===== config.mk =====
export PLATFORM = sky130hd
export DESIGN_NAME = psk_encoder
export DESIGN_NICKNAME = d
export VERILOG_FILES = /design/src/rtl/psk_pkg.sv /design/src/rtl/psk_carrier_gen.sv /design/src/rtl/psk_encoder.sv
export SDC_FILE = /design/constraint.sdc
export NUM_CORES = 1
export LEC_CHECK = 0
export CAP_MARGIN = 20
export CORE_UTILIZATION = 30
export CTS_CLUSTER_DIAMETER = 30
export CTS_CLUSTER_SIZE = 40
export DETAILED_ROUTE_END_ITERATION = 8
export PLACE_DENSITY = 0.49
export SKIP_LAST_GASP = 1
export SYNTH_ARGS = -nofsm -noshare
export SYNTH_HDL_FRONTEND = slang
export SYNTH_SLANG_ARGS = --single-unit

===== constraint.sdc =====
create_clock -name clk -period 2.9 [get_ports clk]
set_input_delay 0.725 -clock clk [delete_from_list [all_inputs] [get_ports clk]]
set_output_delay 0.725 -clock clk [all_outputs]
set_load 0.005 [all_outputs]

===== src/rtl/psk_pkg.sv =====
// Shared types and default constants for the PSK encoder slice.
// The optional preamble is enabled by defining PSK_ENCODER_PREAMBLE_EN.
package psk_pkg;

  typedef enum logic [1:0] {
    IDLE     = 2'd0,
    PREAMBLE = 2'd1,
    DATA     = 2'd2
  } psk_state_e;

  localparam int BIT_CYCLES_DEF    = 4096;
  localparam int CARRIER_HALF_DEF  = 256;
  localparam int PREAMBLE_BITS_DEF = 8;

endpackage


===== src/rtl/psk_carrier_gen.sv =====
// Square-wave carrier: toggles every CARRIER_HALF enabled cycles, restarts low on clr.
module psk_carrier_gen #(
  parameter int CARRIER_HALF = 256
) (
  input  logic clk,
  input  logic rst,
  input  logic clr,
  input  logic en,
  output logic carrier
);

  localparam int CW = $clog2(CARRIER_HALF + 1);
  localparam logic [CW-1:0] HALF_LAST = CW'(CARRIER_HALF - 1);

  logic [CW-1:0] half_cnt;

  always_ff @(posedge clk) begin
    if (rst || clr) begin
      half_cnt <= '0;
      carrier  <= 1'b0;
    end else if (en) begin
      if (half_cnt == HALF_LAST) begin
        half_cnt <= '0;
        carrier  <= ~carrier;
      end else begin
        half_cnt <= half_cnt + 1'b1;
      end
    end
  end

endmodule


===== src/rtl/psk_encoder.sv =====
// Differential PSK encoder: serialises bytes LSB first onto a square carrier.
// Define PSK_ENCODER_PREAMBLE_EN to prefix each frame with alternating preamble bits.
module psk_encoder
  import psk_pkg::*;
#(
  parameter int BIT_CYCLES    = BIT_CYCLES_DEF,
  parameter int CARRIER_HALF  = CARRIER_HALF_DEF,
  parameter int PREAMBLE_BITS = PREAMBLE_BITS_DEF
) (
  input  logic       clk,
  input  logic       rst,
  input  logic [7:0] tx_data,
  input  logic       tx_valid,
  output logic       tx_ready,
  output logic       psk_signal,
  output logic       busy,
  output logic       bit_strobe
);

  if (BIT_CYCLES < 4 || CARRIER_HALF < 1 || (BIT_CYCLES % (2 * CARRIER_HALF)) != 0) begin : g_bad_timing
    $error("psk_encoder: BIT_CYCLES must be >= 4 and a multiple of 2*CARRIER_HALF");
  end
  if (PREAMBLE_BITS < 1 || PREAMBLE_BITS > 255) begin : g_bad_preamble
    $error("psk_encoder: PREAMBLE_BITS must be in 1..255");
  end

  localparam int BW = $clog2(BIT_CYCLES);
  localparam logic [BW-1:0] BIT_LAST = BW'(BIT_CYCLES - 1);

  // Handshake: a byte is accepted on any cycle where tx_valid && tx_ready; tx_valid
  // may drop or tx_data change freely before that with no effect.
  psk_state_e state;
  logic [BW-1:0] bit_cnt;
  logic [2:0]    bit_idx;
  logic [7:0]    shreg;
  logic          phase;
  logic          carrier;
  logic          bit_last;
  logic          accept;
  logic          frame_start;

`ifdef PSK_ENCODER_PREAMBLE_EN
  localparam int PW = $clog2(PREAMBLE_BITS + 1);
  localparam logic [PW-1:0] PRE_LAST = PW'(PREAMBLE_BITS - 1);
  logic [PW-1:0] pre_cnt;
`endif

  assign bit_last    = (bit_cnt == BIT_LAST);
  assign busy        = (state != IDLE);
  assign tx_ready    = !rst && ((state == IDLE) ||
                                ((state == DATA) && bit_last && (bit_idx == 3'd7)));
  assign accept      = tx_valid && tx_ready;
  assign frame_start = accept && (state == IDLE);
  assign bit_strobe  = busy && (bit_cnt == '0);
  assign psk_signal  = busy && (carrier ^ phase);

  psk_carrier_gen #(
    .CARRIER_HALF(CARRIER_HALF)
  ) u_carrier (
    .clk    (clk),
    .rst    (rst),
    .clr    (frame_start),
    .en     (busy),
    .carrier(carrier)
  );

  // phase is pre-loaded with the value of the bit about to start, so the
  // inversion is visible on that bit's first cycle.
  always_ff @(posedge clk) begin
    if (rst) begin
      state   <= IDLE;
      bit_cnt <= '0;
      bit_idx <= '0;
      shreg   <= '0;
      phase   <= 1'b0;
`ifdef PSK_ENCODER_PREAMBLE_EN
      pre_cnt <= '0;
`endif
    end else begin
      case (state)
        IDLE: begin
          if (accept) begin
            shreg   <= tx_data;
            bit_cnt <= '0;
            bit_idx <= '0;
`ifdef PSK_ENCODER_PREAMBLE_EN
            state   <= PREAMBLE;
            pre_cnt <= '0;
            phase   <= 1'b1;
`else
            state   <= DATA;
            phase   <= tx_data[0];
`endif
          end
        end
`ifdef PSK_ENCODER_PREAMBLE_EN
        PREAMBLE: begin
          if (bit_last) begin
            bit_cnt <= '0;
            if (pre_cnt == PRE_LAST) begin
              state <= DATA;
              phase <= phase ^ shreg[0];
            end else begin
              pre_cnt <= pre_cnt + 1'b1;
              // next preamble bit is 1 exactly when the current index is odd
              phase   <= phase ^ pre_cnt[0];
            end
          end else begin
            bit_cnt <= bit_cnt + 1'b1;
          end
        end
`endif
        DATA: begin
          if (bit_last) begin
            bit_cnt <= '0;
            if (bit_idx == 3'd7) begin
              if (accept) begin
                shreg   <= tx_data;
                bit_idx <= '0;
                phase   <= phase ^ tx_data[0];
              end else begin
                state <= IDLE;
                shreg <= '0;
                phase <= 1'b0;
              end
            end else begin
              bit_idx <= bit_idx + 1'b1;
              shreg   <= shreg >> 1;
              phase   <= phase ^ shreg[1];
            end
          end else begin
            bit_cnt <= bit_cnt + 1'b1;
          end
        end
        default: state <= IDLE;
      endcase
    end
  end

endmodule


==> results of run 1 <==
## Yosys cell counts (all sizes together) (3+ instances only)
master   n
nand4    5
nand3    7
nand2b   5
a211o    3
xor2     6
dfxtp   34
o21ai    3
inv     13
clkbuf   7
a22oi    6
a31oi    6
and3     3
nand2    9
xnor2    8
a21oi    8
nor4     3
nor3b    3
a221oi   6
buf      6
nor2b    3
nor2    20
nor3     9
ha       5
## path summary, 6_finish.rpt
path	start	end	slack, ps	depth (start not counted)
worst max-delay path	bit_cnt[6]	tx_ready	130	5
worst min-delay path	u_carrier.half_cnt[8]	u_carrier.half_cnt[8]	430	2
worst max register to register	bit_cnt[6]	bit_idx[2]	810	5
worst min register to register	u_carrier.half_cnt[8]	u_carrier.half_cnt[8]	430	2
## power groups by stage
stage	Sequential (mW)	Clock, mW	Combinational (mW)
global placement	0.500	0	0.114
finish	0.490	0.547	0.115
detailed placement	0.500	0	0.114
CTS	0.490	0.563	0.115
floorplan	0.497	0	0.0719
global route	0.492	0.584	0.128
## layout make-up
cell class,count,area [sq um],share of cell area (%)
multi-input cells,151,1085,48.19
flip-flops and latches,34,688.2,30.57
repair buffers,21,192.7,8.560
well taps,75,93.84,4.169
clock buffers,6,82.58,3.669
clock inverters,2,60.06,2.668
inverters,13,48.80,2.168
## critical path, delay by kind of cell, from the launching register on
family	cells	cell delay [ps]
buffers and inverters	1	530
AOI/OAI and AO/OA	1	170
and+or+nand+nor	3	600
DFF	1	450
## state kept, by name, summed over array words and instances, names as in the netlist
register            flops
u_carrier.carrier       1
state                   1
phase                   1
shreg                   7
u_carrier.half_cnt      9
bit_cnt                12
bit_idx                 3
## cells by family (layout without fill, tap and decap cells)
| kind of cell | after synthesis | in the layout | share of synthesized area [%] |
|---|---|---|---|
| AO/OA/AOI/OAI | 48 | 48 | 20.52 |
| buffers and inverters | 26 | 42 | 5.567 |
| XOR/XNOR | 14 | 14 | 6.573 |
| multiplexers | 3 | 3 | 1.677 |
| adder cells (fa/ha/maj) | 5 | 5 | 3.353 |
| AND/OR/NAND/NOR | 81 | 81 | 25.82 |
| flip-flops | 34 | 34 | 36.49 |
## per-stage QoR
step                cells  utilization, %
detailed placement    294           35.21
floorplan             211               -
global placement      294           35.21
CTS                   302           37.69
global route          302           37.79
finish                302           37.79
## routing by layer
layer	routed length, microns	share of wire, %	GRT usage [%]	vias up
li1	-	-	-	800
met1	2259	52	20.07	741
met2	1887	43	22.52	24
met3	133	3.1	3.708	8
met4	65	1.5	5.714	0
met5	0	0	0	-
## what timing repair did
| action | in CTS | in global routing |
|---|---|---|
| pin swaps | 0 | 1 |
| gates cloned | 0 | 0 |
| gates resized for setup | 4 | 3 |
| setup endpoints to repair | 1 | 1 |
==> results.yml, run 1 <==
timing:
  setup_slack_ps: 133.7
  fin_tns_setup_ps: 0
  finalCritPeriodShare_pct: 95.39
  drv_slew: 0
  tightest_slew_ps: 797.3
  rsz0062_at_grt: "false"
  setup_viol: 0
  timing.hold.ws_ps: 433.2
  period_needed_ps: 2766
  relSlewSlack_pct: 46.27
  clock_skew_ps: 4.151
  hold_viol: 0
  clock.fmax_mhz: 361.5
placement:
  post_dp_cell_area_sq_um: 2097
  port-buffer-count: 14
  place_ws_ps: 264.1
  dp_hpwl_microns: 3023
  place.gp.congestion: 0.7629
synth:
  synthCells: 211
  synth_top_area_share_pct: 36.49
  synth_area_sq_um: 1866
  synth_edf_count: 0
  yosysUniqueCellTypes: 55
  post_synth.cell_area_avg_sq_um: 8.841
  yosysWarnings: 0
  post-synth-top-area-cell: "dfxtp_1"
  syn_nets: 227
  synth_seq_cells: 34
  synth_area_leaders: "dfxtp_1 (36%), nor2_1 (4.0%), xnor2_1 (3.8%)"
  synth-seq-area-share_pct: 36.49
  yosys_most_used_dff: "dfxtp_1"
  async_flop_share_pct: 0
pwr:
  p_seq_share_pct: 42.5
  irDropWorstVdd_v: 0.0002859
  p_switching_mw: 0.2509
  clock_power_share_pct: 47.5
  combPwrFrac_pct: 10.0
  leakagePower_nw: 0.8217
  p_sw_share_pct: 21.78
  p_per_area_nw_per_um2: 511.6
  intPower_mw: 0.9008
  design_power_total_mw: 1.152
cells_and_area:
  mostFrequentLayoutCells: "dfxtp_1 (28), nor2_1 (20), clkdlybuf4s50_1 (14)"
  area_growth_pct: 20.66
  drive_above_1_share_pct: 16.74
  final_common_cell: "dfxtp_1"
  nets: 242
  num_antenna_cells: 0
  final_area_sq_um: 2251
  fill_cells: 628
clock_tree:
  clock_latency_ps: 290
  cts_root_buffer: "clkbuf_8"
  cts_made_buffers: 5
  cts_setup_buffers: 0
  cts_hold_buf: 0
  clkSinkCount: 34
  cts_tree: "built"
  htree_levels: 2
  path_clk_slew_ps: 70
  clk_path_buf_depth: 2
worst_setup_path:
  cp_max_fo: 7
  critPathRequiredTime_ps: 2170
  cp_slowest_cell: "clkdlybuf4s50_1"
  start_kind: "flip-flop"
  crit_arrival_ps: 2040
  path_cells: "nand4_2, nor4_4, nand2_1, a21oi_2, clkdlybuf4s50_1"
  crit_type: "flip-flop to output pin"
  endpoint_kind: "output pin"
  worst_path_largest_cell_delay_ps: 530
grt:
  track_usage_pct: 14.85
  antenna_found_initial: 0
  overflow: 0
  grt_max_degree: 32
  grt_pass1_vias: 1520
  grt_pass1_wl_microns: 7424
detailed_routing:
  dr.pass1.iters: 4
  ant_nets: 0
  avgRoutedWirePerCell_microns: 14.39
  drc_errors: 0
  vias: 1573
  viasPerCell: 5.209
  drt_wl_total_microns: 4345
  drt_first_iter_violations: 59
floorplan:
  die_w_microns: 80.86
  io_pins: 15
  dieHeight_microns: 80.86
  core_area_sq_um: 5956
  rows: 28
  initial_core_util_pct: 31.32
  die-area_sq_um: 6538
hold_path:
  min_path_type: "flip-flop to flip-flop"
job:
  maxCapViolations: 0
run_status:
  status: "finished clean"
Power figures use the tool's default switching activity.
==> run 2: changes to the inputs <==
--- a/config.mk
+++ b/config.mk
@@ -5,6 +5,7 @@
 export SDC_FILE = /design/constraint.sdc
 export NUM_CORES = 1
 export LEC_CHECK = 0
+export ABC_AREA = 1
 export CAP_MARGIN = 20
 export CORE_UTILIZATION = 30
 export CTS_CLUSTER_DIAMETER = 30
==> results.yml, run 2 <==
synth:
  synth_commonest_cells: "nand2_1 (56), dfxtp_1 (34), inv_1 (30)"
  synth-seq-area-share_pct: 37.31
  synth_area_sq_um: 1824
  yosysUniqueCellTypes: 33
  syn_nets: 268
  synth_seq_cells: 34
  synthCells: 252
  yosys_most_used_dff: "dfxtp_1"
  post-synth-top-area-cell: "dfxtp_1"
  synth.most_common_cell: "nand2_1"
  async_flop_share_pct: 0
  yosysWarnings: 0
  synth_top_area_share_pct: 37.31
  synth_area_leaders: "dfxtp_1 (37%), nand2_1 (12%), a21oi_1 (8.0%)"
  synth_edf_count: 0
  post_synth.cell_area_avg_sq_um: 7.239
floorplan:
  rows: 28
  dieHeight_microns: 79.98
  die-area_sq_um: 6397
  initial_core_util_pct: 30.99
  die_w_microns: 79.98
  core_area_sq_um: 5886
  io_pins: 15
grt:
  grt_max_degree: 16
  track_usage_pct: 14.47
  antenna_found_initial: 0
  grt_pass1_wl_microns: 6941
  overflow: 0
  grt_pass1_vias: 1539
worst_setup_path:
  endpoint_kind: "output pin"
  crit_arrival_ps: 2030
  crit_type: "flip-flop to output pin"
  start_kind: "flip-flop"
  critPathRequiredTime_ps: 2170
  cp_max_fo: 9
  worstReg2RegStart: "bit_idx[0]"
  crit_start: "bit_cnt[1]"
timing:
  relSlewSlack_pct: 77.30
  period_needed_ps: 2760
  finalCritPeriodShare_pct: 95.16
  setup_viol: 0
  rsz0062_at_grt: "false"
  clock_skew_ps: 9.802
  tightest_slew_ps: 337.5
  drv_slew: 0
  fin_tns_setup_ps: 0
  clock.fmax_mhz: 362.4
  hold_viol: 0
detailed_routing:
  drc_errors: 0
  dr.pass1.iters: 4
  avgRoutedWirePerCell_microns: 11.36
  vias: 1597
  drt_first_iter_violations: 79
  ant_nets: 0
  drt_wl_total_microns: 3966
  viasPerCell: 4.576
clock_tree:
  cts_tree: "built"
  clkSinkCount: 34
  cts_root_buffer: "clkbuf_8"
  path_clk_slew_ps: 70
  clk_path_buf_depth: 2
  cts_made_buffers: 5
  clock_latency_ps: 300
  cts_setup_buffers: 0
  htree_levels: 2
cells_and_area:
  top_register: "bit_cnt"
  final_common_cell: "nand2_1"
  area_growth_pct: 20.78
  num_antenna_cells: 0
  mostFrequentLayoutCells: "nand2_1 (56), dfxtp_1 (33), inv_1 (30)"
  largest_reg_flops: 12
  final_core_utilization_pct: 37.44
  drive_above_1_share_pct: 14.60
  reg_top3: "bit_cnt x12, u_carrier.half_cnt x9, shreg x7"
  final_area_sq_um: 2203
  fill_cells: 653
  nets: 289
pwr:
  leakagePower_nw: 0.8562
  irDropWorstVdd_v: 0.0002042
  p_sw_share_pct: 24.44
  intPower_mw: 0.8838
  p_seq_share_pct: 42.1
  combPwrFrac_pct: 11.7
  p_per_area_nw_per_um2: 530.9
  p_switching_mw: 0.2859
  clock_power_share_pct: 46.1
placement:
  place.gp.congestion: 0.7469
  dp_hpwl_microns: 2881
  post_dp_cell_area_sq_um: 2064
  port-buffer-count: 14
hold_path:
  hold_start: "bit_cnt[0]"
  min_path_type: "flip-flop to flip-flop"
job:
  maxCapViolations: 0
run_status:
  status: "finished clean"
==> run 2: changes by cell type after synthesis, sizes merged, moves of 6 or more <==
cell / before / now
nand2: 9 / 64
inv: 13 / 34
a221oi: 6 / 0
a22oi: 6 / 0
nor2: 20 / 28
a21oi: 8 / 33
o21ai: 3 / 14
==> run 2: cell type report <==
type / count / area (sq um) / share of cell area (%)
repair buffers: 18 / 170.2 / 7.723
well taps: 75 / 93.84 / 4.259
inverters: 34 / 127.6 / 5.792
multi-input cells: 180 / 992.2 / 45.03
flip-flops and latches: 34 / 681.9 / 30.95
clock inverters: 3 / 68.82 / 3.123
clock buffers: 5 / 68.82 / 3.123
==> run 2: layer usage <==
| metal | track usage, % | vias up | share of wire [%] |
|---|---|---|---|
| met4 | 5.893 | 0 | 1.8 |
| met5 | 0 | - | 0 |
| li1 | - | 854 | - |
| met1 | 17.44 | 711 | 49 |
| met2 | 24.44 | 26 | 46 |
| met3 | 3.543 | 6 | 3.3 |
==> run 2: worst paths after layout <==
check | end | slack (ps) | depth (start not counted)
worst max-delay path | tx_ready | 140 | 8
worst min register to register | bit_cnt[0] | 460 | 1
worst max register to register | bit_cnt[11] | 1090 | 9
worst min-delay path | bit_cnt[0] | 460 | 1
==> run 2: metrics by stage <==
| stage | hold WS [ps] | cells | worst slack, ps | total power, mW |
|---|---|---|---|---|
| floorplan | 439.4 | 252 | 1005 | 0.5935 |
| global placement | 453.0 | 341 | 198.9 | 0.6435 |
| detailed placement | 457.4 | 341 | 212.2 | 0.6437 |
| CTS | 468.6 | 349 | 86.17 | 1.190 |
| global route | 486.5 | 349 | 1.147 | 1.220 |
| finish | 458.9 | 349 | 140.5 | 1.170 |
==> run 2: worst max-delay path, cell delays in order (launching register included) <==
cell and delay, ps:
dfxtp_1 370, ha_1 210, nand2_2 80, nor2_4 150, nand3_4 100, nand2_4 150
nand3_2 130, inv_1 80, clkdlybuf4s50_1 490
==> run 2: power by group through the flow <==
stage                     Combinational (mW)  Sequential (mW)  Clock [mW]
after CTS                              0.141            0.493       0.557
after global placement                 0.140            0.503           0
after detailed placement               0.140            0.504           0
final                                  0.137            0.493       0.540
after floorplan                       0.0908            0.503           0
after global routing                   0.156            0.495       0.569
==> run 2: cell families after synthesis <==
kind of cell | after synthesis | synth area share [%]
fa+ha+maj | 5 | 3.429
xor+xnor | 7 | 3.361
simple gates | 114 | 30.86
compound gates | 54 | 16.74
buf+inv | 38 | 8.299
flops | 34 | 37.31
==> run 2: repair_timing <==
item / 4_1_cts / 5_1_grt
hold buffers: 0 / 0
resized for setup: 0 / 1
endpoints found under the setup margin: 0 / 1
==> run 3: changes to the inputs <==
--- a/config.mk
+++ b/config.mk
@@ -6,6 +6,7 @@
 export NUM_CORES = 1
 export LEC_CHECK = 0
 export ABC_AREA = 1
+export ABC_CLOCK_PERIOD_IN_PS = 2900
 export CAP_MARGIN = 20
 export CORE_UTILIZATION = 30
 export CTS_CLUSTER_DIAMETER = 30
@@ -13,6 +14,7 @@
 export DETAILED_ROUTE_END_ITERATION = 8
 export PLACE_DENSITY = 0.49
 export SKIP_LAST_GASP = 1
+export SLEW_MARGIN = 0
 export SYNTH_ARGS = -nofsm -noshare
 export SYNTH_HDL_FRONTEND = slang
 export SYNTH_SLANG_ARGS = --single-unit
==> results of run 3 <==
Same layout as run 2: the final DEF is identical, and so are final timing and power.
